File: config.mk
export PLATFORM = sky130hd
export DESIGN_NAME = sg_s2mm_dma
export DESIGN_NICKNAME = d
export VERILOG_FILES = /design/src/rtl/sg_s2mm_dma.sv
export SDC_FILE = /design/constraint.sdc
export NUM_CORES = 1
export LEC_CHECK = 0
export CORE_AREA = 2 2 492 494
export DETAILED_ROUTE_END_ITERATION = 12
export DIE_AREA = 0 0 494 496
export GPL_TIMING_DRIVEN = 0
export PLACE_DENSITY = 0.31
export SLEW_MARGIN = 20
export SYNTH_ARGS = -nofsm -noshare
export SYNTH_HDL_FRONTEND = slang
export SYNTH_SLANG_ARGS = --single-unit
File: constraint.sdc
create_clock -name clk -period 7.85 [get_ports clk]
set_clock_uncertainty 0.2 [all_clocks]
set_input_delay 1.57 -clock clk [delete_from_list [all_inputs] [get_ports clk]]
set_output_delay 1.57 -clock clk [all_outputs]
set_load 0.005 [all_outputs]
File: src/rtl/sg_s2mm_dma.sv
// sg_s2mm_dma: receive-side scatter-gather DMA, link stream -> AXI4 write bursts.
// One descriptor at a time, one burst outstanding, bursts never cross 4 KB.
module sg_s2mm_dma #(
    parameter int ADDR_WIDTH = 64,
    parameter int DATA_WIDTH = 512,
    parameter int LEN_WIDTH  = 16
) (
    input  logic                    clk,
    input  logic                    rst_n,
    input  logic                    desc_valid,
    input  logic [ADDR_WIDTH-1:0]   desc_addr,
    input  logic [LEN_WIDTH-1:0]    desc_len,
    output logic                    desc_ready,
    output logic                    done,
    output logic                    error,
    output logic                    awvalid,
    output logic [ADDR_WIDTH-1:0]   awaddr,
    output logic [7:0]              awlen,
    input  logic                    awready,
    output logic                    wvalid,
    output logic [DATA_WIDTH-1:0]   wdata,
    output logic [DATA_WIDTH/8-1:0] wstrb,
    output logic                    wlast,
    input  logic                    wready,
    input  logic                    bvalid,
    input  logic [1:0]              bresp,
    output logic                    bready,
    input  logic                    s_tvalid,
    input  logic [DATA_WIDTH-1:0]   s_tdata,
    output logic                    s_tready
);
    localparam int BYTES = DATA_WIDTH / 8;
    localparam int BSH   = $clog2(BYTES);

    typedef enum logic [2:0] {IDLE, ISSUE_AW, WRITE_DATA, WAIT_B, DONE} state_t;

    state_t                state;
    logic [LEN_WIDTH-1:0]  beats_rem;
    logic [7:0]            beat_cnt;
    logic                  err_flag;
    logic                  wr;
    logic [8:0]            burst;
    logic [ADDR_WIDTH-1:0] start_addr;
    logic [ADDR_WIDTH-1:0] next_addr;
    logic [LEN_WIDTH-1:0]  next_rem;

    // min(remaining, 256, beats left before the next 4 KB boundary)
    function automatic logic [8:0] burst_of(input logic [11:0] a, input logic [LEN_WIDTH-1:0] r);
        logic [31:0] to_4k;
        logic [31:0] n;
        to_4k = (32'd4096 - {20'd0, a}) >> BSH;
        n = 32'(r);
        n = n > 32'd256 ? 32'd256 : n;
        return n > to_4k ? to_4k[8:0] : n[8:0];
    endfunction

    assign wr         = state == WRITE_DATA;
    assign burst      = {1'b0, awlen} + 9'd1;
    assign start_addr = desc_addr & ~ADDR_WIDTH'(BYTES - 1);
    assign next_addr  = awaddr + (ADDR_WIDTH'(burst) << BSH);
    assign next_rem   = beats_rem - LEN_WIDTH'(burst);
    assign wvalid     = wr && s_tvalid;
    assign wdata      = wr ? s_tdata : '0;
    assign s_tready   = wr && wready;
    assign wlast      = wr && beat_cnt == awlen;
    assign wstrb      = '1;

    always_ff @(posedge clk or negedge rst_n) begin
        if (!rst_n) begin
            state      <= IDLE;
            desc_ready <= 1'b0;
            done       <= 1'b0;
            error      <= 1'b0;
            awvalid    <= 1'b0;
            awaddr     <= '0;
            awlen      <= '0;
            bready     <= 1'b0;
            beats_rem  <= '0;
            beat_cnt   <= '0;
            err_flag   <= 1'b0;
        end else begin
            done  <= 1'b0;
            error <= 1'b0;
            case (state)
                IDLE: begin
                    if (desc_valid && desc_ready) begin
                        desc_ready <= 1'b0;
                        awaddr     <= start_addr;
                        beats_rem  <= desc_len;
                        err_flag   <= 1'b0;
                        awlen      <= 8'(burst_of(start_addr[11:0], desc_len) - 9'd1);
                        awvalid    <= desc_len != '0;
                        state      <= desc_len == '0 ? DONE : ISSUE_AW;
                    end else begin
                        desc_ready <= 1'b1;
                    end
                end
                ISSUE_AW: begin
                    if (awready) begin
                        awvalid  <= 1'b0;
                        beat_cnt <= '0;
                        state    <= WRITE_DATA;
                    end
                end
                WRITE_DATA: begin
                    if (s_tvalid && wready) begin
                        beat_cnt <= beat_cnt + 8'd1;
                        if (wlast) begin
                            bready <= 1'b1;
                            state  <= WAIT_B;
                        end
                    end
                end
                WAIT_B: begin
                    if (bvalid) begin
                        bready    <= 1'b0;
                        err_flag  <= err_flag | (bresp != 2'b00);
                        beats_rem <= next_rem;
                        awaddr    <= next_addr;
                        if (next_rem == '0) begin
                            state <= DONE;
                        end else begin
                            awlen   <= 8'(burst_of(next_addr[11:0], next_rem) - 9'd1);
                            awvalid <= 1'b1;
                            state   <= ISSUE_AW;
                        end
                    end
                end
                DONE: begin
                    done       <= 1'b1;
                    error      <= err_flag;
                    desc_ready <= 1'b1;
                    state      <= IDLE;
                end
                default: state <= IDLE;
            endcase
        end
    end
endmodule

### Word level (Yosys, flattened, before mapping)

Index checks and enable logic that the tools add are counted.

| word-level totals | value |
|---|---|
| logic and storage cells | 98 |
| register bits | 105 |
| input port bits | 601 |
| output and inout bits | 656 |

| cells by class | value |
|---|---|
| magnitude comparators | 4 |
| bitwise gates (word level) | 1 |
| muxes and demuxes | 42 |
| equal/unequal tests | 11 |
| add/sub/neg operators | 8 |
| reductions and logical operators | 21 |

Operator list:

| cell | count |
|---|---|
| $mux W512 | 1 |
| $mux W64 | 2 |
| $pmux W64 S2 | 1 |
| $add A64 B15 Y64 | 1 |
| $mux W16 | 4 |
| $mux W8 | 7 |
| $gt A16 B26 Y1 | 2 |
| $gt A16 B9 Y1 const B | 2 |
| $logic_not A16 Y1 | 2 |
| $pmux W16 S2 | 1 |
| $pmux W8 S2 | 2 |
| $sub A13 B12 Y14 const A | 2 |
| $mux W3 | 7 |
| $reduce_bool A16 Y1 | 1 |
| $sub A16 B9 Y16 | 1 |
| $sub A8 B1 Y8 const B | 2 |
| $mux W1 | 12 |
| $pmux W3 S4 | 1 |
| $ne A2 B2 Y1 const B | 5 |
| $reduce_and A5 Y1 | 2 |
| $reduce_bool A2 Y1 | 5 |
| $add A8 B1 Y9 const B | 1 |
| $add A8 B1 Y8 const B | 1 |
| $eq A8 B8 Y1 | 1 |
| 12 further kinds | 21 |

### Logic depth before layout (Yosys ltp)

Gate-level depths: netlist of the first run.

| logic depth | value |
|---|---|
| depth after elaboration | 10 |
| gate-level depth with buffers | 30 |
| mapped depth without buffers | 28 |

### Least setup slack after synthesis of the first run

OpenSTA, ideal clock, no wires.

| timing | value |
|---|---|
| path type | register -> register |
| start point | register awlen[0] |
| end point | register awlen[6] |
| library setup time | 82 ps |
| path slack | 1761 ps |
| arrival | 5807 ps |
| required time | 7568 ps |
| stages on the path, launching flop included | 27 |
| cells stage by stage | dfrtp_1 ha_1 nand3_1 nor2_1 xor2_1 inv_1 ha_1 buf_2 a211oi_1 o21ai_0 or3_1 and4b_4 o21ba_2 o21ai_1 nor2_1 ha_1 a2111oi_0 a21oi_1 and4bb_1 o211a_1 buf_6 mux2_1 nand2_1 ha_1 a21bo_1 or4_1 a31oi_1 |

| on the way | value |
|---|---|
| word-level cells in the longest chain between the ends | 10 |
| elaborated cells between the ends (all ways) | 15 |
| classes of those cells | add/sub (5); order compare (2); eq/ne (1); mux (5); reduce/logical (2) |

Ends and longest elaborated chain:

| what | RTL line | RTL |
|---|---|---|
| start, declared | 18 | `output logic [7:0] awlen,` |
| start signal, assigned | 91 | `awlen <= 8'(burst_of(start_addr[11:0], desc_len) - 9'd1);` |
| start signal, assigned | 123 | `awlen <= 8'(burst_of(next_addr[11:0], next_rem) - 9'd1);` |
| $add A8 B1 Y9 (*) | 58 | `assign burst = {1'b0, awlen} + 9'd1;` |
| branches (longest 9 deep; another with $add A64 B15 Y64) | -- |  |

Mark *: on every way between the ends. The select of a mux whose other input is x is not followed.
A chain may end at the register's enable or synchronous reset.

### Final worst setup path of the first run

| timing | value |
|---|---|
| start point | register awlen[4] |
| end point | register awlen[6] |

The elaborated chain is that of the path after synthesis.

==> impl_results.md, run 1 <==
* Crit path launch type: flip-flop
* H-tree levels at 3
* Final setup vio count at 0
* CTS Sinks at 99
* WL final at 232.2 mm
* Hold/Removal Path Class: reg2reg
* CP most frequent cell: ha_1
* Synth Warn # at 0
* Outcome: complete, no violations
* Area delta synth->final at 141.5%
* R2r setup slk at 0.58 ns
* Slew @ Worst Pin at 1.166 ns
* Worst-Skew Late Latency at 0.40 ns
* Cts hold-fix bufs at 0
* FMAX at 137.6 MHz
* Post-Synthesis Cells at 1617
* Crit-path max cell delay at 0.56 ns
* Setup Buffers After CTS at 0
* Cell Pwr Density at 315.0 nW/µm²
* Clk slew on worst S/H paths at 0.09 ns
* Die ar. at 245000 µm²
* Die width at 494 µm
* Largest net degree at the start of global routing at 61
* Most frequent cells in the layout: clkdlybuf4s50_1, and2_1, nand2_1, clkbuf_1, dfrtp_1
* Asr flop ratio synth at 100.0%
* Distinct cells, synth at 87
* DR iter-0 viols at 1007
* Peak VDD IR at 150.1 µV
* Max Cap Viol at 0
* Yosys reg bits at 99
* Ports at 1257
* Slew Limit Fails at 0
* Mapped Avg Cell Area at 7.260 µm²
* Hold_ws at 0.2976 ns
* Maximum clock path buffer count at 2
* Setup Crit Path Kind: reg2reg
* All-Layer GR Usage at 18.10%
* Post-route ant nets at 0
* WL/cell at 37.84 µm
* # resized after CTS at 0
* CTS tree: done
* Min Tclk post-route at 7.267 ns
* Tcrit/Tclk final at 92.57%
* Setup TNS at 0 ns
* Final hold violations at 0
* Number of flops mapped to enable cells by yosys at 0
* Root Driver: clkbuf_16
* Slew HR at 22.29%
* Worst EP arrival at 7.38 ns
* Crit. End Element: flip-flop
* Drt pass-1 iters at 5
* Core area at 239600 µm²
* GRT Residual Overflow at 0
* Cts bufs inserted at 9
* Dpl hpwl at 218.9 mm
* Leak pwr at 0.009895 µW
* Vias in the first global route at 18000
* Initial core utilization at 4.899%
* Seq/Total Area, Yosys at 21.10%
* Die Y at 496 µm
* Buffers on Ports at 1180
* Critical Path Slowest Stage Cell: dfrtp_1
* Most common cell after layout, fill and taps aside: clkdlybuf4s50_1
* RePlAce Congestion at 0.9545
* RSZ-0062 raised after global routing: no
* Row cnt at 180
* Ys flop type: dfrtp_1
* DRC Markers at 0
* Maximum fanout along the worst path at 10
* Post-Syn Area at 11740 µm²
* Routed vias/inst at 2.991
* Final nets at 3523
* First-pass GRT wire length at 270.6 mm
* Initial antenna violation count at 181
* Routed vias at 18360
* Share of cells above drive strength 1 at 4.503%
* Crit path required time at 7.96 ns
## synth_stat cells, types with 5 or more instances
library cell / count / area (µm²)
o311ai_0: 7 / 61.31
nor3_1: 23 / 115.1
buf_4: 71 / 533.0
or2_2: 6 / 37.54
or4_1: 7 / 52.55
nor4_1: 10 / 62.56
o211ai_1: 18 / 135.1
and2_1: 530 / 3316
nor2_1: 95 / 356.6
o22a_1: 12 / 105.1
xor2_1: 19 / 166.4
nand2_1: 103 / 386.6
a311oi_1: 9 / 78.83
a21o_1: 12 / 90.09
o21a_1: 17 / 127.6
xnor2_1: 12 / 105.1
a211oi_1: 20 / 150.1
dfrtp_1: 99 / 2477
o31ai_1: 5 / 37.54
nor3b_1: 5 / 37.54
nand3_1: 46 / 230.2
or3_1: 9 / 56.30
o22ai_1: 17 / 106.4
and3_1: 22 / 137.6
a31oi_1: 22 / 137.6
nor2b_1: 10 / 62.56
nand4_1: 17 / 106.4
ha_1: 38 / 475.5
clkbuf_1: 100 / 375.4
inv_1: 37 / 138.9
a21oi_1: 64 / 320.3
o21ai_0: 58 / 290.3
## logic make-up after synthesis
| logic type | after synthesis | share of synthesized area [%] |
|---|---|---|
| AND/OR/NAND/NOR | 898 | 43.28 |
| AO/OA/AOI/OAI | 325 | 18.96 |
| buffers and inverters | 216 | 9.325 |
| flip-flops | 99 | 21.10 |
| adder cells (fa/ha/maj) | 40 | 4.391 |
| XOR/XNOR | 31 | 2.313 |
| multiplexers | 6 | 0.5648 |
| other | 2 | 0.06397 |
## stage by stage
stage / worst slack (ns) / power [µW] / util [%] / cells / instance area, µm²
after global routing: 0.09841 / 9428 / 11.81 / 6114 / 28300
after floorplan: 1.761 / 3657 / - / 1685 / 12000
after CTS: 0.2883 / 9185 / 11.76 / 6072 / 28170
after detailed placement: 0.3600 / 8646 / 11.64 / 6056 / 27890
after global placement: 0.03953 / 8636 / 11.60 / 6050 / 27790
final: 0.5831 / 8932 / 11.83 / 6137 / 28360
## layer usage
layer | part of all wire (%) | GRT usage [%] | vias to the layer above
met2 | 58 | 38.01 | 1069
met4 | 6.4 | 9.353 | 68
met5 | 0.19 | 0 | -
li1 | - | - | 7980
met1 | 28 | 14.45 | 8828
met3 | 7.3 | 5.664 | 410
## registers in the layout, indices dropped and copies added, names as in the netlist
name        flops
beats_rem      16
state           3
awvalid         1
done            1
bready          1
awlen           8
err_flag        1
desc_ready      1
awaddr         58
beat_cnt        8
error           1
## critical path: cells and delay by family (launching register included)
family                     cells  cell delay [ns]
and+or+nand+nor                8             2.06
muxes                          1             0.38
adders and majority gates      3             0.79
AOI/OAI and AO/OA             10             2.44
buffers and inverters          3             0.42
xor gates and xnor gates       1             0.33
DFF                            1             0.56
## final timing paths
| kind | to | start | cells after the start |
|---|---|---|---|
| max | awlen[6]$_DFFE_PN0P_ | awlen[4]$_DFFE_PN0P_ | 26 |
| min | beats_rem[8]$_DFFE_PN0P_ | beats_rem[8]$_DFFE_PN0P_ | 2 |
| max reg2reg | awlen[6]$_DFFE_PN0P_ | awlen[4]$_DFFE_PN0P_ | 26 |
| min reg2reg | beats_rem[8]$_DFFE_PN0P_ | beats_rem[8]$_DFFE_PN0P_ | 2 |
| max in group asynchronous | state[2]$_DFFE_PN0P_ | rst_n | 2 |
| min in group asynchronous | awaddr[34]$_DFFE_PN0P_ | rst_n | 1 |
## layout make-up
cell class	count	area (µm²)
antenna	65	162.7
buffer	178	952.2
clock buffer	9	225.2
clock inverter	7	58.81
fill	27960	211300
inverter	37	138.9
multi-input combinational	1370	8463
sequential	99	2477
tap	3185	3985
timing repair buffer	1187	11890
## report_power, final
part           switching [µW]  internal [µW]  total, µW
combinational            4390           2950       7340
clock                     271            222        493
sequential                362            735       1100
Note: power is estimated with default switching activity, not from simulation.
==> run 2: changes to the inputs <==
--- a/config.mk
+++ b/config.mk
@@ -14,3 +14,4 @@
 export SYNTH_ARGS = -nofsm -noshare
 export SYNTH_HDL_FRONTEND = slang
 export SYNTH_SLANG_ARGS = --single-unit
+export TNS_END_PERCENT = 100
==> results of run 2 <==
The final DEF is identical to that of run 1; final timing and power are the same.
==> variant: new RTL, config.mk and constraints of run 1 <==
The 5 states of `state_t` get a one-hot encoding in 5 bits.
--- a/src/rtl/sg_s2mm_dma.sv
+++ b/src/rtl/sg_s2mm_dma.sv
@@ -32,7 +32,7 @@
     localparam int BYTES = DATA_WIDTH / 8;
     localparam int BSH   = $clog2(BYTES);
 
-    typedef enum logic [2:0] {IDLE, ISSUE_AW, WRITE_DATA, WAIT_B, DONE} state_t;
+    typedef enum logic [4:0] {IDLE = 5'b00001, ISSUE_AW = 5'b00010, WRITE_DATA = 5'b00100, WAIT_B = 5'b01000, DONE = 5'b10000} state_t;
 
     state_t                state;
     logic [LEN_WIDTH-1:0]  beats_rem;
Function: same outputs for any inputs over 4 cycles, from zero or initial values and one cycle with rst_n low; so few cycles prove little.
==> variant against run 1 <==
- total power decreased by 30%
- final area down 0.98%
- global-route usage up 2.0 points
- routed wire length is 11% higher
- setup slack got worse by 150 ps
- area after synthesis shrank 1.3%
- sequential cell count increased by 2
- critical endpoint is now awlen[7]
==> variant: results (changes against run 1) <==
Worst hold path
  – Hold_sp: err_flag
  – Hold WC Path Type: reg2reg

Pwr
  – Peak supply drop: 0.193 mV (+29%)
  – Pleak: 9.81 nW (-0.87%)

Drt
  – Per-cell routed wire length: 42.3 um (+12%)
  – First DRT Iteration DRCs: 1,216 (+21%)
  – Total wire length: 257,000 um (+11%)
  – Vias/cell: 2.98 (-0.26%)

Critical path
  – Worst R2R Path Depth: 22 (-15%)
  – Slowest CP cell: a2111oi_0
  – Worst R2R Start: awlen[0]
  – Setup crit end: awlen[7]
  – CP top delay family: compound AO/OA/AOI/OAI gates
  – Worst path arrival time: 7530 ps (+150 ps)
  – Crit path largest cell delay: 750 ps (+190 ps)

Placement
  – Dpl ws: 359 ps (-1.27 ps)
  – Final HPWL DP: 243,000 um (+11%)
  – DP Cell Count: 6,011 (-0.74%)
  – GPL Wtd Cong: 0.954 (about the same)
  – Dpl cell area: 27,700 um^2 (-0.73%)

GRT
  – First-pass GRT wire length: 293,000 um (+8.4%)
  – Largest net degree at the start of global routing: 66 (+8.2%)
  – Total GRT Usage: 20.1% (+2.0 points)
  – Initial antenna violation count: 198 (+9.4%)
  – Vias in the first global route: 17.7k (-1.7%)

Clock network
  – Setup bufs post-CTS: 0 (unchanged)
  – Worst-path clk slew: 80 ps
  – CTS buffer count: 9 (unchanged)

Outcome
  – Outcome: finished clean

Logic synthesis
  – Async set-reset flop share out of synthesis: 100% (unchanged)
  – Largest cells by area after synthesis: and2_1 28%, dfrtp_1 22%, buf_4 4.5%
  – Most frequent cells after synthesis: 526 x and2_1, 102 x nand2_1, 100 x dfrtp_1
  – Yosys top cell by area: and2_1
  – Multiplexer share of the synthesized area: 1.02% (+0.45 points)
  – Mapped Cells: 1,577 (-2.5%)
  – Compound-Gate Fraction of Synth Area: 17.6% (-1.3 points)
  – Post-synthesis adder-cell area fraction: 4.45% (+0.058 points)
  – Sequential cell area fraction in the yosys report: 21.8% (+0.72 points)
  – Ys flop type: dfrtp_1
  – Synth Area in XOR/XNOR: 2.95% (+0.64 points)
  – Yosys cell types: 80 (-8.0%)

Timing
  – Slew @ Worst Pin: 1220 ps (+53.5 ps)
  – Post-route worst setup slack: 437 ps (-146 ps)

Finish
  – Fin nets: 3,478 (-1.3%)
  – Fillers: 27.8k (-0.47%)
  – Layout cells sized above 1: 4.29% (-0.21 points)
variant: routing by layer:
layer / vias to the layer above / share of wire [%] / GRT usage (%)
met5: - / 0.18 / 0
met4: 74 / 7.0 / 10.7
met3: 473 / 7.9 / 6.92
met2: 1138 / 59 / 43.4
met1: 8625 / 25 / 14.6
li1: 7782 / - / -
variant: cell type report:
class	count	area [um^2]	area share (%)
tap	3185	3990	14.2
buffer	164	883	3.15
antenna	38	95.1	0.339
sequential	101	2530	9.01
multi-input combinational	1343	8310	29.6
clock buffer	9	225	0.802
clock inverter	7	67.6	0.241
timing repair buffer	1181	11800	42.2
inverter	37	139	0.495
variant: worst min-delay path by stage:
stage	cells after the start	to	slack (ps)
floorplan	1	error	250
global route	1	error	320
CTS	1	error	290
global placement	1	error	280
finish	1	error	290
detailed placement	1	error	270
variant: power breakdown:
group	internal [mW]	switching (mW)	total [mW]
Sequential	0.753	0.319	1.07
Clock	0.224	0.278	0.502
Combinational	1.84	2.85	4.69
Total	2.82	3.45	6.27
